--- src/rtl/rop_types_pkg.sv ---
// ROP render-state types shared by the CSR bank and ROP units.
// Field widths, reset image, field indices and commit FSM states.
package rop_types_pkg;

  localparam int ROP_ADDR_BITS       = 32;
  localparam int ROP_PITCH_BITS      = 16;
  localparam int ROP_DEPTH_FUNC_BITS = 3;
  localparam int ROP_STENCIL_OP_BITS = 3;
  localparam int ROP_BLEND_FUNC_BITS = 5;
  localparam int ROP_BLEND_MODE_BITS = 3;
  localparam int ROP_LOGIC_OP_BITS   = 4;

  localparam logic [ROP_DEPTH_FUNC_BITS-1:0] ROP_DEPTH_ALWAYS = 3'd7;
  localparam logic [ROP_LOGIC_OP_BITS-1:0]   ROP_LOGIC_COPY   = 4'd3;

  typedef struct packed {
    logic [ROP_ADDR_BITS-1:0]       zbuf_addr;
    logic [ROP_PITCH_BITS-1:0]      zbuf_pitch;
    logic [ROP_ADDR_BITS-1:0]       cbuf_addr;
    logic [ROP_PITCH_BITS-1:0]      cbuf_pitch;
    logic [ROP_DEPTH_FUNC_BITS-1:0] zfunc;
    logic [ROP_DEPTH_FUNC_BITS-1:0] sfunc;
    logic [ROP_STENCIL_OP_BITS-1:0] zfail;
    logic [ROP_STENCIL_OP_BITS-1:0] zpass;
    logic [ROP_STENCIL_OP_BITS-1:0] sfail;
    logic [ROP_BLEND_FUNC_BITS-1:0] blend_func_src_rgb;
    logic [ROP_BLEND_FUNC_BITS-1:0] blend_func_dst_rgb;
    logic [ROP_BLEND_FUNC_BITS-1:0] blend_func_src_a;
    logic [ROP_BLEND_FUNC_BITS-1:0] blend_func_dst_a;
    logic [ROP_BLEND_MODE_BITS-1:0] blend_mode_rgb;
    logic [ROP_BLEND_MODE_BITS-1:0] blend_mode_a;
    logic [31:0]                    blend_const;
    logic [ROP_LOGIC_OP_BITS-1:0]   logic_op;
  } rop_csrs_t;

  localparam int ROP_CSRS_BITS    = $bits(rop_csrs_t);
  localparam int ROP_CSR_IDX_BITS = 5;

  localparam logic [4:0] ROP_CSR_FIELD_ZBUF_ADDR    = 5'd0;
  localparam logic [4:0] ROP_CSR_FIELD_ZBUF_PITCH   = 5'd1;
  localparam logic [4:0] ROP_CSR_FIELD_CBUF_ADDR    = 5'd2;
  localparam logic [4:0] ROP_CSR_FIELD_CBUF_PITCH   = 5'd3;
  localparam logic [4:0] ROP_CSR_FIELD_ZFUNC        = 5'd4;
  localparam logic [4:0] ROP_CSR_FIELD_SFUNC        = 5'd5;
  localparam logic [4:0] ROP_CSR_FIELD_ZFAIL        = 5'd6;
  localparam logic [4:0] ROP_CSR_FIELD_ZPASS        = 5'd7;
  localparam logic [4:0] ROP_CSR_FIELD_SFAIL        = 5'd8;
  localparam logic [4:0] ROP_CSR_FIELD_BF_SRC_RGB   = 5'd9;
  localparam logic [4:0] ROP_CSR_FIELD_BF_DST_RGB   = 5'd10;
  localparam logic [4:0] ROP_CSR_FIELD_BF_SRC_A     = 5'd11;
  localparam logic [4:0] ROP_CSR_FIELD_BF_DST_A     = 5'd12;
  localparam logic [4:0] ROP_CSR_FIELD_BM_RGB       = 5'd13;
  localparam logic [4:0] ROP_CSR_FIELD_BM_A         = 5'd14;
  localparam logic [4:0] ROP_CSR_FIELD_BLEND_CONST  = 5'd15;
  localparam logic [4:0] ROP_CSR_FIELD_LOGIC_OP     = 5'd16;
  localparam int         ROP_CSR_NUM_FIELDS         = 17;

  localparam rop_csrs_t ROP_CSRS_RESET = '{
    zfunc:    ROP_DEPTH_ALWAYS,
    sfunc:    ROP_DEPTH_ALWAYS,
    logic_op: ROP_LOGIC_COPY,
    default:  '0
  };

  typedef enum logic [1:0] {
    IDLE,
    DRAIN,
    COPY
  } rop_commit_state_e;

endpackage

--- src/rtl/rop_csr_field_wr.sv ---
// Field decode for one rop_csrs_t image: truncating merge of write data
// and zero-extended read of the addressed field.
module rop_csr_field_wr
  import rop_types_pkg::*;
(
  input  rop_csrs_t   i_csrs,
  input  logic [4:0]  i_idx,
  input  logic [31:0] i_data,
  output rop_csrs_t   o_csrs,
  output logic [31:0] o_rd,
  output logic        o_hit
);

  always_comb begin
    o_csrs = i_csrs;
    o_rd   = '0;
    o_hit  = 1'b1;
    unique case (i_idx)
      ROP_CSR_FIELD_ZBUF_ADDR: begin
        o_csrs.zbuf_addr = i_data[ROP_ADDR_BITS-1:0];
        o_rd = 32'(i_csrs.zbuf_addr);
      end
      ROP_CSR_FIELD_ZBUF_PITCH: begin
        o_csrs.zbuf_pitch = i_data[ROP_PITCH_BITS-1:0];
        o_rd = 32'(i_csrs.zbuf_pitch);
      end
      ROP_CSR_FIELD_CBUF_ADDR: begin
        o_csrs.cbuf_addr = i_data[ROP_ADDR_BITS-1:0];
        o_rd = 32'(i_csrs.cbuf_addr);
      end
      ROP_CSR_FIELD_CBUF_PITCH: begin
        o_csrs.cbuf_pitch = i_data[ROP_PITCH_BITS-1:0];
        o_rd = 32'(i_csrs.cbuf_pitch);
      end
      ROP_CSR_FIELD_ZFUNC: begin
        o_csrs.zfunc = i_data[ROP_DEPTH_FUNC_BITS-1:0];
        o_rd = 32'(i_csrs.zfunc);
      end
      ROP_CSR_FIELD_SFUNC: begin
        o_csrs.sfunc = i_data[ROP_DEPTH_FUNC_BITS-1:0];
        o_rd = 32'(i_csrs.sfunc);
      end
      ROP_CSR_FIELD_ZFAIL: begin
        o_csrs.zfail = i_data[ROP_STENCIL_OP_BITS-1:0];
        o_rd = 32'(i_csrs.zfail);
      end
      ROP_CSR_FIELD_ZPASS: begin
        o_csrs.zpass = i_data[ROP_STENCIL_OP_BITS-1:0];
        o_rd = 32'(i_csrs.zpass);
      end
      ROP_CSR_FIELD_SFAIL: begin
        o_csrs.sfail = i_data[ROP_STENCIL_OP_BITS-1:0];
        o_rd = 32'(i_csrs.sfail);
      end
      ROP_CSR_FIELD_BF_SRC_RGB: begin
        o_csrs.blend_func_src_rgb = i_data[ROP_BLEND_FUNC_BITS-1:0];
        o_rd = 32'(i_csrs.blend_func_src_rgb);
      end
      ROP_CSR_FIELD_BF_DST_RGB: begin
        o_csrs.blend_func_dst_rgb = i_data[ROP_BLEND_FUNC_BITS-1:0];
        o_rd = 32'(i_csrs.blend_func_dst_rgb);
      end
      ROP_CSR_FIELD_BF_SRC_A: begin
        o_csrs.blend_func_src_a = i_data[ROP_BLEND_FUNC_BITS-1:0];
        o_rd = 32'(i_csrs.blend_func_src_a);
      end
      ROP_CSR_FIELD_BF_DST_A: begin
        o_csrs.blend_func_dst_a = i_data[ROP_BLEND_FUNC_BITS-1:0];
        o_rd = 32'(i_csrs.blend_func_dst_a);
      end
      ROP_CSR_FIELD_BM_RGB: begin
        o_csrs.blend_mode_rgb = i_data[ROP_BLEND_MODE_BITS-1:0];
        o_rd = 32'(i_csrs.blend_mode_rgb);
      end
      ROP_CSR_FIELD_BM_A: begin
        o_csrs.blend_mode_a = i_data[ROP_BLEND_MODE_BITS-1:0];
        o_rd = 32'(i_csrs.blend_mode_a);
      end
      ROP_CSR_FIELD_BLEND_CONST: begin
        o_csrs.blend_const = i_data;
        o_rd = i_csrs.blend_const;
      end
      ROP_CSR_FIELD_LOGIC_OP: begin
        o_csrs.logic_op = i_data[ROP_LOGIC_OP_BITS-1:0];
        o_rd = 32'(i_csrs.logic_op);
      end
      default: o_hit = 1'b0;
    endcase
  end

endmodule

--- src/rtl/rop_csr_bank.sv ---
// Multi-context ROP state bank: shadow/active copies with drained commit.
// Optional shadow readback port enabled by ROP_CSR_READBACK_EN.
module rop_csr_bank
  import rop_types_pkg::*;
#(
  parameter int NUM_CTX       = 4,
  parameter int CSR_ADDR_BITS = 12,
  parameter logic [CSR_ADDR_BITS-1:0] CSR_BASE = 12'h7C0,
  localparam int CTX_BITS = (NUM_CTX > 1) ? $clog2(NUM_CTX) : 1
)(
  input  logic                       clk,
  input  logic                       reset_n,
  input  logic                       csr_wr_valid,
  output logic                       csr_wr_ready,
  input  logic [CTX_BITS-1:0]        csr_wr_ctx,
  input  logic [CSR_ADDR_BITS-1:0]   csr_wr_addr,
  input  logic [31:0]                csr_wr_data,
  output logic                       csr_wr_err,
  input  logic                       commit_valid,
  output logic                       commit_ready,
  input  logic [CTX_BITS-1:0]        commit_ctx,
  input  logic [NUM_CTX-1:0]         rop_idle,
  output logic                       commit_done,
  output logic [CTX_BITS-1:0]        commit_done_ctx,
`ifdef ROP_CSR_READBACK_EN
  input  logic                       csr_rd_valid,
  input  logic [CTX_BITS-1:0]        csr_rd_ctx,
  input  logic [CSR_ADDR_BITS-1:0]   csr_rd_addr,
  output logic                       csr_rd_rsp_valid,
  output logic [31:0]                csr_rd_rsp_data,
`endif
  output logic [NUM_CTX*ROP_CSRS_BITS-1:0] active_csrs
);

  function automatic logic ctx_ok(logic [CTX_BITS-1:0] c);
    return int'(c) < NUM_CTX;
  endfunction

  rop_commit_state_e   r_state, w_state_nxt;
  logic [CTX_BITS-1:0] r_ctx, w_ctx_nxt;
  rop_csrs_t           r_shadow [NUM_CTX];
  rop_csrs_t           r_active [NUM_CTX];
  logic                r_done;
  logic [CTX_BITS-1:0] r_done_ctx;
  logic                r_wr_err;

  logic [CSR_ADDR_BITS-1:0] w_wr_off;
  logic                     w_wr_ctx_ok;
  logic                     w_wr_idx_ok;
  logic                     w_wr_hit;
  logic                     w_wr_acc;
  logic                     w_wr_bad;
  logic                     w_wr_en;
  logic                     w_copy;
  rop_csrs_t                w_wr_cur;
  rop_csrs_t                w_wr_new;
  logic [31:0]              w_unused_wr_rd;

  assign w_wr_off    = csr_wr_addr - CSR_BASE;
  assign w_wr_idx_ok = w_wr_off < CSR_ADDR_BITS'(ROP_CSR_NUM_FIELDS);
  assign w_wr_ctx_ok = ctx_ok(csr_wr_ctx);
  assign w_wr_cur    = w_wr_ctx_ok ? r_shadow[csr_wr_ctx] : ROP_CSRS_RESET;

  rop_csr_field_wr u_wr_field (
    .i_csrs (w_wr_cur),
    .i_idx  (w_wr_off[4:0]),
    .i_data (csr_wr_data),
    .o_csrs (w_wr_new),
    .o_rd   (w_unused_wr_rd),
    .o_hit  (w_wr_hit)
  );

  // Only the context being copied this cycle back-pressures the bus.
  assign csr_wr_ready = !(r_state == COPY && csr_wr_ctx == r_ctx);
  assign w_wr_acc     = csr_wr_valid && csr_wr_ready;
  assign w_wr_bad     = !w_wr_idx_ok || !w_wr_hit || !w_wr_ctx_ok;
  assign w_wr_en      = w_wr_acc && !w_wr_bad;
  assign w_copy       = (r_state == COPY);

  always_comb begin
    w_state_nxt = r_state;
    w_ctx_nxt   = r_ctx;
    unique case (r_state)
      IDLE: begin
        if (commit_valid && ctx_ok(commit_ctx)) begin
          w_ctx_nxt   = commit_ctx;
          w_state_nxt = rop_idle[commit_ctx] ? COPY : DRAIN;
        end
      end
      DRAIN: begin
        if (rop_idle[r_ctx]) w_state_nxt = COPY;
      end
      COPY:    w_state_nxt = IDLE;
      default: w_state_nxt = IDLE;
    endcase
  end

  always_ff @(posedge clk or negedge reset_n) begin
    if (!reset_n) begin
      r_state    <= IDLE;
      r_ctx      <= '0;
      r_done     <= 1'b0;
      r_done_ctx <= '0;
      r_wr_err   <= 1'b0;
    end else begin
      r_state    <= w_state_nxt;
      r_ctx      <= w_ctx_nxt;
      r_done     <= w_copy;
      r_done_ctx <= w_copy ? r_ctx : r_done_ctx;
      r_wr_err   <= w_wr_acc && w_wr_bad;
    end
  end

  always_ff @(posedge clk or negedge reset_n) begin
    if (!reset_n) begin
      for (int c = 0; c < NUM_CTX; c++) begin
        r_shadow[c] <= ROP_CSRS_RESET;
        r_active[c] <= ROP_CSRS_RESET;
      end
    end else begin
      for (int c = 0; c < NUM_CTX; c++) begin
        if (w_wr_en && csr_wr_ctx == CTX_BITS'(c))
          r_shadow[c] <= w_wr_new;
        if (w_copy && r_ctx == CTX_BITS'(c))
          r_active[c] <= r_shadow[c];
      end
    end
  end

  for (genvar g = 0; g < NUM_CTX; g++) begin : g_act
    assign active_csrs[g*ROP_CSRS_BITS +: ROP_CSRS_BITS] = r_active[g];
  end

  assign commit_ready    = (r_state == IDLE);
  assign commit_done     = r_done;
  assign commit_done_ctx = r_done_ctx;
  assign csr_wr_err      = r_wr_err;

`ifdef ROP_CSR_READBACK_EN
  logic [CSR_ADDR_BITS-1:0] w_rd_off;
  logic                     w_rd_ok;
  logic                     w_rd_hit;
  rop_csrs_t                w_rd_cur;
  rop_csrs_t                w_unused_rd_csrs;
  logic [31:0]              w_rd_data;
  logic                     r_rd_valid;
  logic [31:0]              r_rd_data;

  assign w_rd_off = csr_rd_addr - CSR_BASE;
  assign w_rd_cur = ctx_ok(csr_rd_ctx) ? r_shadow[csr_rd_ctx] : ROP_CSRS_RESET;
  assign w_rd_ok  = ctx_ok(csr_rd_ctx) && w_rd_hit &&
                    (w_rd_off < CSR_ADDR_BITS'(ROP_CSR_NUM_FIELDS));

  rop_csr_field_wr u_rd_field (
    .i_csrs (w_rd_cur),
    .i_idx  (w_rd_off[4:0]),
    .i_data (32'h0),
    .o_csrs (w_unused_rd_csrs),
    .o_rd   (w_rd_data),
    .o_hit  (w_rd_hit)
  );

  always_ff @(posedge clk or negedge reset_n) begin
    if (!reset_n) begin
      r_rd_valid <= 1'b0;
      r_rd_data  <= '0;
    end else begin
      r_rd_valid <= csr_rd_valid;
      r_rd_data  <= (csr_rd_valid && w_rd_ok) ? w_rd_data : '0;
    end
  end

  assign csr_rd_rsp_valid = r_rd_valid;
  assign csr_rd_rsp_data  = r_rd_data;
`endif

endmodule

--- config.mk ---
export PLATFORM = sky130hd
export DESIGN_NAME = rop_csr_bank
export DESIGN_NICKNAME = d
export VERILOG_FILES = /design/src/rtl/rop_types_pkg.sv /design/src/rtl/rop_csr_field_wr.sv /design/src/rtl/rop_csr_bank.sv
export SDC_FILE = /design/constraint.sdc
export NUM_CORES = 2
export LEC_CHECK = 0
export BUFFER_PORTS_ARGS = -buffer_cell sky130_fd_sc_hd__buf_4
export CORE_MARGIN = 3
export CORE_UTILIZATION = 58
export CTS_CLUSTER_SIZE = 24
export DETAILED_ROUTE_END_ITERATION = 8
export PLACE_DENSITY = 0.86
export SLEW_MARGIN = 20
export SYNTH_ARGS = -nofsm -noshare
export SYNTH_HDL_FRONTEND = slang
export SYNTH_HIERARCHICAL = 1
export SYNTH_SLANG_ARGS = --single-unit
--- constraint.sdc ---
create_clock -name clk -period 5.31 [get_ports clk]
set_input_delay 0.7965 -clock clk [delete_from_list [all_inputs] [get_ports clk]]
set_output_delay 0.7965 -clock clk [all_outputs]
set_load 0.01 [all_outputs]
==> flow_summary_export.csv <==
group,metric,value,unit
timing,rsz0062_at_grt,"false",
setup_path,slowest_delay,0.98,ns
pwr,p_leak,36.2,nW
setup_path,crit_arrival,4.02,ns
floorplan,initial_utilization,59.0,%
layout,drive_above_1_share,66.3,%
detailed_routing,wl_per_cell,28.8,microns
logic_synthesis,syn_inst,3415,
timing,finalSetupViolations,0,
setup_path,critical_path.max_fanout,67,
cts,path_clk_slew,0.06,ns
detailed_routing,drc_errors,0,
logic_synthesis,synth_area,58600,sq um
pwr,power_density,319,nW/um^2
hold_path,holdCritPathClass,"in -> async",
logic_synthesis,syn_avg_cell_area,17.2,sq um
cts,tritoncts,"done",
grt,antenna_found_initial,4,
floorplan,die-area,105000,sq um
timing,report.final.slew_viol_count,0,
floorplan,fp.dieW,324,microns
grt,grt_max_degree,158,
cts,holdBufCountCts,0,
grt,first_global_vias,35900,
setup_path,crit_chain,"buf_4 > nor4_1 > nand2b_1 > nor4bb_1 > nand3_1 > or4_4 > buf_12 > mux2_1",
placement,gp_congestion,0.838,
cts,insertion_delay,0.77,ns
floorplan,die_h,324,microns
setup_path,critPathRequiredTime,5.94,ns
detailed_routing,drt-vias-per-instance,6.15,
floorplan,coreArea,99300,sq um
detailed_routing,drt_iter0_drc,2444,
cts,htreeDepth,4,
placement,io_buffer_count,753,
setup_path,endpoint_kind,"register",
pwr,ir_worst_vdd,0.294,mV
detailed_routing,final_antenna_net_count,0,
timing,finalWorstSetupSlack,1.92,ns
setup_path,critPathKind,"in -> reg",
floorplan,ios,754,
timing,clock.fmax,0.295,GHz
timing,finalHoldViolCount,0,
cts,cts_root_buf,"clkbuf_16",
timing,max_slew.worst_pin.slew,1.10,ns
grt,grt_first_pass_wirelength,236000,microns
grt,grt.total_usage,30.3,%
detailed_routing,vias,34100,
cts,clock_sinks,1392,
timing,min_period,3.39,ns
layout,nets,4200,
timing,relSlewSlack,26.9,%
cts,post-cts-setup-buffers,0,
timing,setup_tns,0,ns
layout,final_cell_mix,"mux2_2, dfrtp_1, buf_4",
layout,layout_commonest_cell,"mux2_2",
flow_run,maxCapViolations,0,
placement,hpwl,100000,microns
logic_synthesis,yosysWarnings,6,
cts,clockBufferDepth,3,
logic_synthesis,syn_nets,3471,
timing,skew,0.0420,ns
detailed_routing,dr.pass1.iters,5,
timing,holdWs,0.0483,ns
cts,ctsResizeCount,0,
status,status,"finished, final reports clean",
floorplan,num_rows,115,
placement,post-place-ws,1.28,ns
detailed_routing,finalWirelength,160000,microns
setup_path,worstSetupStartpointType,"primary input",
timing,finalCritPeriodShare,63.9,%
cts,numCtsBuffers,141,
setup_path,slowest_stage,"or4_4",
grt,overflow,0,
layout,syn_to_final_growth,19.9,%
cell type report:
class                   count  area (sq um)
diodes                      4          10.0
clock buffers             207          4130
clock inverters            50           616
fillers                  6206         29000
inverters                   5          18.8
multi-input cells        1799         22500
flip-flops and latches   1392         34900
well taps                1287          1610
repair buffers            805          6430
per-layer routing:
metal / track usage (%) / vias to the layer above / routed length [microns]
met2: 48.9 / 1330 / 78200
met3: 6.67 / 358 / 10900
li1: - / 14000 / -
met5: 0 / - / 0
met1: 38.6 / 18400 / 61800
met4: 16.5 / 0 / 8890
stage by stage:
stage | total power (W) | std cells | util [%] | cell area [sq um]
finish | 0.0224 | 5549 | 70.8 | 70300
CTS | 0.0225 | 5545 | 70.7 | 70200
global route | 0.0230 | 5546 | 70.8 | 70200
global placement | 0.0125 | 5288 | 66.0 | 65500
floorplan | 0.0118 | 3415 | - | 58600
detailed placement | 0.0126 | 5288 | 66.0 | 65500
state kept, by name, indices dropped and copies added (netlist names):
register / count
r_ctx: 2
commit_done_ctx: 2
r_shadow: 692
csr_wr_err: 1
commit_done: 1
r_state: 2
active_csrs: 692
path summary, 6_finish.rpt:
kind                                   startpoint                            to  slack, ns  cells past startpoint
setup / recovery                   csr_wr_addr[1]     r_shadow[645]$_DFFE_PN0P_       1.92                      8
hold / removal                            reset_n  active_csrs[428]$_DFFE_PN0P_       0.05                      1
setup reg to reg           r_state[0]$_DFFE_PN0P_     r_shadow[645]$_DFFE_PN0P_       1.97                      6
hold reg to reg            r_state[1]$_DFFE_PN0P_        r_state[1]$_DFFE_PN0P_       0.47                      1
max in group asynchronous                 reset_n   active_csrs[61]$_DFFE_PN0P_       3.80                      2
min in group clk                    commit_ctx[0]          r_ctx[0]$_DFFE_PN0P_       0.31                      2
power by group:
group	switching (W)	total [W]	internal, W
Combinational	0.00107	0.00165	0.000579
Sequential	0.0000543	0.0107	0.0106
Clock	0.00429	0.0100	0.00576
worst max-delay path: cells and delay by family:
kind / cells / cell delay, ns
simple gates: 5 / 2.02
buf+inv: 2 / 0.60
mux: 1 / 0.41
Note: power is estimated with default switching activity, not from simulation.
